===== src/rtl/sid_io_writer.sv =====
// Replays queued SID register writes onto the Z80-style I/O bus as OUT cycles to
// {BASE_HI, 2'b00, chip, reg}, after a BUSRQ/grant handshake.
module sid_io_writer #(
  parameter int unsigned FIFO_DEPTH = 8,
  parameter logic [7:0]  BASE_HI    = 8'hF8,
  parameter int unsigned IORQ_T     = 3
) (
  input  logic        clock,
  input  logic        reset_n,
  input  logic        phi_en,
  input  logic        req_valid,
  output logic        req_ready,
  input  logic        req_chip,
  input  logic [4:0]  req_reg,
  input  logic [7:0]  req_data,
  output logic        bus_req,
  input  logic        bus_ack,
  output logic [15:0] addr,
  output logic [7:0]  dout,
  output logic        iorq_n,
  output logic        wr_n,
  output logic        busy,
  output logic        drop_err
);

  localparam int unsigned PtrW = $clog2(FIFO_DEPTH);
  localparam int unsigned CntW = $clog2(FIFO_DEPTH) + 1;

  localparam logic [2:0] IDLE    = 3'd0;
  localparam logic [2:0] REQ     = 3'd1;
  localparam logic [2:0] SETUP   = 3'd2;
  localparam logic [2:0] STROBE  = 3'd3;
  localparam logic [2:0] HOLD    = 3'd4;
  localparam logic [2:0] RELEASE = 3'd5;

  localparam logic [2:0] StrobeLast = 3'(IORQ_T - 1);

  // Entry layout: {chip, reg[4:0], data[7:0]}
  logic [13:0]     fifo_mem [FIFO_DEPTH];
  logic [13:0]     head;
  logic [PtrW-1:0] wr_ptr_q, rd_ptr_q;
  logic [CntW-1:0] count_q;

  logic [2:0]  state_q, state_d;
  logic [2:0]  tcnt_q, tcnt_d;
  logic        bus_req_q, bus_req_d;
  logic        strobe_n_q, strobe_n_d;
  logic [15:0] addr_q, addr_d;
  logic [7:0]  dout_q, dout_d;
  logic        drop_q;
  logic        ready_en_q;

  logic empty, full, accept, push, pop;

  assign empty     = (count_q == '0);
  assign full      = (count_q == CntW'(FIFO_DEPTH));
  assign req_ready = ready_en_q && !full;
  assign accept    = req_valid && req_ready;
  // Registers 0x19..0x1F are read-only on the SID; such writes are dropped, not queued.
  assign push      = accept && (req_reg < 5'h19);
  assign head      = fifo_mem[rd_ptr_q];

  always_ff @(posedge clock) begin
    if (push) begin
      fifo_mem[wr_ptr_q] <= {req_chip, req_reg, req_data};
    end
  end

  always_ff @(posedge clock or negedge reset_n) begin
    if (!reset_n) begin
      wr_ptr_q   <= '0;
      rd_ptr_q   <= '0;
      count_q    <= '0;
      drop_q     <= 1'b0;
      ready_en_q <= 1'b0;
    end else begin
      ready_en_q <= 1'b1;
      if (push) wr_ptr_q <= wr_ptr_q + PtrW'(1);
      if (pop)  rd_ptr_q <= rd_ptr_q + PtrW'(1);
      if (push && !pop)      count_q <= count_q + CntW'(1);
      else if (pop && !push) count_q <= count_q - CntW'(1);
      if (accept && !push) drop_q <= 1'b1;
    end
  end

  always_comb begin
    state_d    = state_q;
    tcnt_d     = tcnt_q;
    bus_req_d  = bus_req_q;
    strobe_n_d = strobe_n_q;
    addr_d     = addr_q;
    dout_d     = dout_q;
    pop        = 1'b0;
    case (state_q)
      IDLE: begin
        if (!empty) begin
          state_d   = REQ;
          bus_req_d = 1'b1;
        end
      end
      REQ: begin
        if (phi_en && bus_ack) begin
          pop     = 1'b1;
          state_d = SETUP;
        end
      end
      SETUP: begin
        if (phi_en) begin
          state_d    = STROBE;
          strobe_n_d = 1'b0;
          tcnt_d     = '0;
        end
      end
      STROBE: begin
        if (phi_en) begin
          if (tcnt_q == StrobeLast) begin
            strobe_n_d = 1'b1;
            state_d    = HOLD;
          end else begin
            tcnt_d = tcnt_q + 3'd1;
          end
        end
      end
      HOLD: begin
        // A lost grant never aborts a write in flight; it only blocks the next one here.
        if (phi_en) begin
          if (!empty && bus_ack) begin
            pop     = 1'b1;
            state_d = SETUP;
          end else begin
            state_d   = RELEASE;
            bus_req_d = 1'b0;
          end
        end
      end
      RELEASE: state_d = IDLE;
      default: begin
        state_d    = IDLE;
        bus_req_d  = 1'b0;
        strobe_n_d = 1'b1;
      end
    endcase
    if (pop) begin
      addr_d = {BASE_HI, 2'b00, head[13:8]};
      dout_d = head[7:0];
    end
  end

  always_ff @(posedge clock or negedge reset_n) begin
    if (!reset_n) begin
      state_q    <= IDLE;
      tcnt_q     <= '0;
      bus_req_q  <= 1'b0;
      strobe_n_q <= 1'b1;
      addr_q     <= '0;
      dout_q     <= '0;
    end else begin
      state_q    <= state_d;
      tcnt_q     <= tcnt_d;
      bus_req_q  <= bus_req_d;
      strobe_n_q <= strobe_n_d;
      addr_q     <= addr_d;
      dout_q     <= dout_d;
    end
  end

  assign bus_req  = bus_req_q;
  assign iorq_n   = strobe_n_q;
  assign wr_n     = strobe_n_q;
  assign addr     = addr_q;
  assign dout     = dout_q;
  assign drop_err = drop_q;
  assign busy     = !empty || (state_q != IDLE);

endmodule


===== config.mk =====
export PLATFORM = sky130hd
export DESIGN_NAME = sid_io_writer
export DESIGN_NICKNAME = d
export VERILOG_FILES = /design/src/rtl/sid_io_writer.sv
export SDC_FILE = /design/constraint.sdc
export NUM_CORES = 1
export LEC_CHECK = 0
export BUFFER_PORTS_ARGS = -buffer_cell sky130_fd_sc_hd__buf_2
export CAP_MARGIN = 20
export CORE_ASPECT_RATIO = 0.75
export CORE_UTILIZATION = 34
export CTS_BUF_LIST = sky130_fd_sc_hd__clkbuf_8
export DETAILED_ROUTE_END_ITERATION = 10
export GPL_TIMING_DRIVEN = 0
export PLACE_DENSITY_LB_ADDON = 0.05
export SYNTH_ARGS = -nofsm -noshare
export SYNTH_HDL_FRONTEND = slang
export SYNTH_SLANG_ARGS = --single-unit

===== constraint.sdc =====
create_clock -name clock -period 4.9 [get_ports clock]
set_clock_uncertainty 0.15 [all_clocks]
set_input_delay 0.245 -clock clock [delete_from_list [all_inputs] [get_ports clock]]
set_output_delay 0.245 -clock clock [all_outputs]
set_load 0.03 [all_outputs]

==> summary.txt <==
STA
  – Part of the cycle the worst path needs: 0.732
  – RSZ-0062 raised after global routing: false
  – Fin. max-slew vios: 0
  – Fin Setup TNS: 0 ps
  – Worst slew margin: 0.391
  – FMAX: 279 MHz
  – Slew @ Worst Pin: 914 ps
  – Finish-stage setup viols: 0
  – Fin Hold WS: 148 ps
  – Post-layout min period: 3590 ps
  – Final hold vios: 0

Worst setup path
  – WP data required: 5050 ps
  – R2R Setup Slk: 1310 ps
  – Delay of the slowest critical-path stage: 630 ps
  – Worst reg2reg path endpoint: count_q[3]
  – WS Path Type: flop to flop
  – Reg2Reg Depth: 12
  – Kind of start point of the critical path: flop
  – CP max FO: 10
  – Slowest library cell on the worst path: nor3_4
  – CP endpoint kind: flop
  – Crit path max-delay family: simple AND/OR/NAND/NOR gates
  – CP Data Arrival Time: 3740 ps
  – Buf/Inv on CP: 4
  – Reg2reg start: state_q[0]
  – CP Cell Sequence: buf_2, nor2b_1, a21oi_4, nor3_4, buf_8, inv_1, ha_1, inv_1, ha_1, a21o_1, a2111oi_0, o31ai_1

Status
  – Status: finished clean

Floorplanning
  – Core Area: 17200 µm²
  – Boundary Pins: 49
  – Starting Density: 0.354
  – Cell row count: 41
  – Die footprint: 18500 µm²
  – Die Height: 118 µm
  – Die width: 157 µm

Finish
  – Leading cell type in the layout, fill and taps excluded: edfxtp_1
  – # diodes: 0
  – Most frequent cells in the layout: edfxtp_1, buf_2, dfrtp_1, mux4_2, mux2_2
  – Fin nets: 450
  – Non-filler cells in the finished layout: 672
  – Layout cell share with drive strength beyond 1: 0.397
  – Area growth syn-to-layout: 21.0%

Global route
  – Gr ovfl total: 0
  – Largest net degree at the start of global routing: 36
  – Initial antenna violation count: 0
  – GRT Util Overall: 0.150
  – First-pass GRT wire length: 19.4 mm
  – Vias in the first global route: 3169

Synthesis
  – Seq cells post-synth: 147
  – Leading area contributor after synthesis: edfxtp_1
  – Primary FF master, synth: edfxtp_1
  – Post-Syn Area per Cell: 18.3 µm²
  – Seq/Total Area, Yosys: 0.696
  – Ranking of synthesized cells by area: edfxtp_1, dfrtp_1, mux4_2
  – Synth cell types: 48
  – Post-Syn Area: 6090 µm²
  – Cells after Synth: 332
  – Area share of the largest cell type after synthesis: 0.552
  – Post-synth EDFFs: 112
  – Synth warnings: 0
  – Post-synth ARST share: 0.238

Placed design
  – Gp weighted congestion: 0.711
  – I/O Buffers: 42
  – Placed Cells incl. Taps: 623
  – HPWL after detailed placement: 8.06 mm

Drt
  – Iter 0 DRT Violations: 221
  – Routed vias: 3190
  – Post-route ant nets: 0
  – Drt pass-1 iters: 4
  – WL met2: 5.93 mm
  – DR DRC count: 0
  – DRT Wirelength: 12.8 mm
  – Routed vias/inst: 4.75
  – Wire per inst: 19.0 µm
  – Max Used Layer: met4
  – Met3 routed WL: 655 µm
  – DRT met1 WL: 6.14 mm

CTS
  – TritonCTS Sinks: 147
  – Later-pin clock latency in the skew report: 440 ps
  – Clock Tree Buf Depth: 2
  – Root Buffer: clkbuf_8
  – Reg clk slew, reported paths: 70 ps
  – Post-CTS Setup Bufs: 0
  – # H-tree levels: 4
  – Num CTS Buffers: 17
  – CTS tree: built

Hold path
  – HP Start: phi_en
  – Min-Delay Path Depth: 3
  – Worst hold endpoint: state_q[1]
  – Worst hold path type: input pin to flop

Job
  – Max cap viols: 0

Power and ir drop
  – Leak: 2.64 nW
  – VDD IR-drop max: 256 µV
  – Power Dens Cells: 542 nW/µm²
-- report_power, final --
| part | internal (mW) | switching, mW | leakage, nW |
|---|---|---|---|
| Sequential | 1.53 | 0.119 | 1.42 |
| Combinational | 0.642 | 0.731 | 1.00 |
| Clock | 0.517 | 0.450 | 0.215 |
| Total | 2.69 | 1.30 | 2.64 |
-- kinds of logic (layout without fill, tap and decap cells) --
| kind of cell | Yosys count | after routing | synth area share |
|---|---|---|---|
| DFF | 147 | 147 | 0.696 |
| muxes | 61 | 61 | 0.168 |
| and+or+nand+nor | 47 | 47 | 0.0411 |
| buffers and inverters | 31 | 131 | 0.0310 |
| AOI/OAI and AO/OA | 30 | 30 | 0.0360 |
| adders and majority gates | 8 | 8 | 0.0177 |
| xor gates and xnor gates | 6 | 6 | 0.00863 |
| other | 2 | 6 | 0.00123 |
-- timing repair --
item | CTS | global route
resized for setup | 0 | 0
endpoints found under the setup margin | 0 | 0
hold endpoints to repair | 148 | 0
hold buffers | 17 | 0
-- worst max-delay path by stage --
stage | depth (start not counted) | start | to | slack, ps
2_1_floorplan | 12 | count_q[1] | count_q[3] | 1870
3_3_place_gp | 5 | req_reg[2] | fifo_mem[0][6] | 310
5_1_grt | 12 | state_q[0] | count_q[3] | 1050
3_5_place_dp | 12 | state_q[0] | count_q[3] | 1300
6_report | 12 | state_q[0] | count_q[3] | 1310
4_1_cts | 12 | state_q[0] | count_q[3] | 1270
-- area by class of cell --
cell class / count / area, µm²
timing repair buffer: 68 / 533
inverter: 6 / 22.5
tap: 236 / 295
clock buffer: 22 / 303
clock inverter: 10 / 106
buffer: 25 / 166
sequential: 147 / 4240
multi-input combinational: 158 / 1700
fill: 1561 / 9820
-- sequential cells by signal (all words and copies together) (netlist names) --
name and count:
drop_err 1, iorq_n 1, rd_ptr_q 3, count_q 4, dout 8, wr_ptr_q 3
bus_req 1, state_q 3, addr 7, fifo_mem 112, ready_en_q 1, tcnt_q 3
-- per-layer routing --
layer	global-route usage	vias to the layer above
li1	-	1473
met1	0.216	1643
met2	0.218	67
met3	0.0423	7
met4	0.0441	0
met5	0	-
-- per-stage QoR --
step	total power [mW]	util	instance area (µm²)	worst slack, ps
detailed placement	3.07	0.395	6790	1300
CTS	4.06	0.429	7370	1270
global route	4.23	0.429	7370	1050
global placement	3.03	0.385	6610	311
floorplan	2.67	-	6100	1870
finish	3.99	0.429	7370	1310
-- worst reg2reg max path: stages, from the launching register on --
cell and delay, ps:
dfrtp_1 340, buf_2 220, nor2b_1 330, a21oi_4 70, nor3_4 630, buf_8 250
inv_1 60, ha_1 220, inv_1 160, ha_1 250, a21o_1 200, a2111oi_0 430
o31ai_1 140
-- cell usage after synthesis, types with 2 or more instances --
master    instances
xnor2_1           3
buf_2             4
xor2_1            3
nor2_1            8
clkbuf_1          6
mux2_4            6
a21o_1            3
conb_1            2
dfrtp_1          34
a21oi_1           5
o21ai_0           7
nor3_1            7
nor2b_1           4
a22o_1            2
mux2_2           25
or2_2             2
nor4b_1           2
nand2_1          14
edfxtp_1        112
nand3b_1          2
inv_1             6
nand2b_1          3
mux2i_1           2
nand3_1           2
buf_4            11
ha_1              7
buf_6             2
mux4_2           28
(Power assumes the default switching activity.)
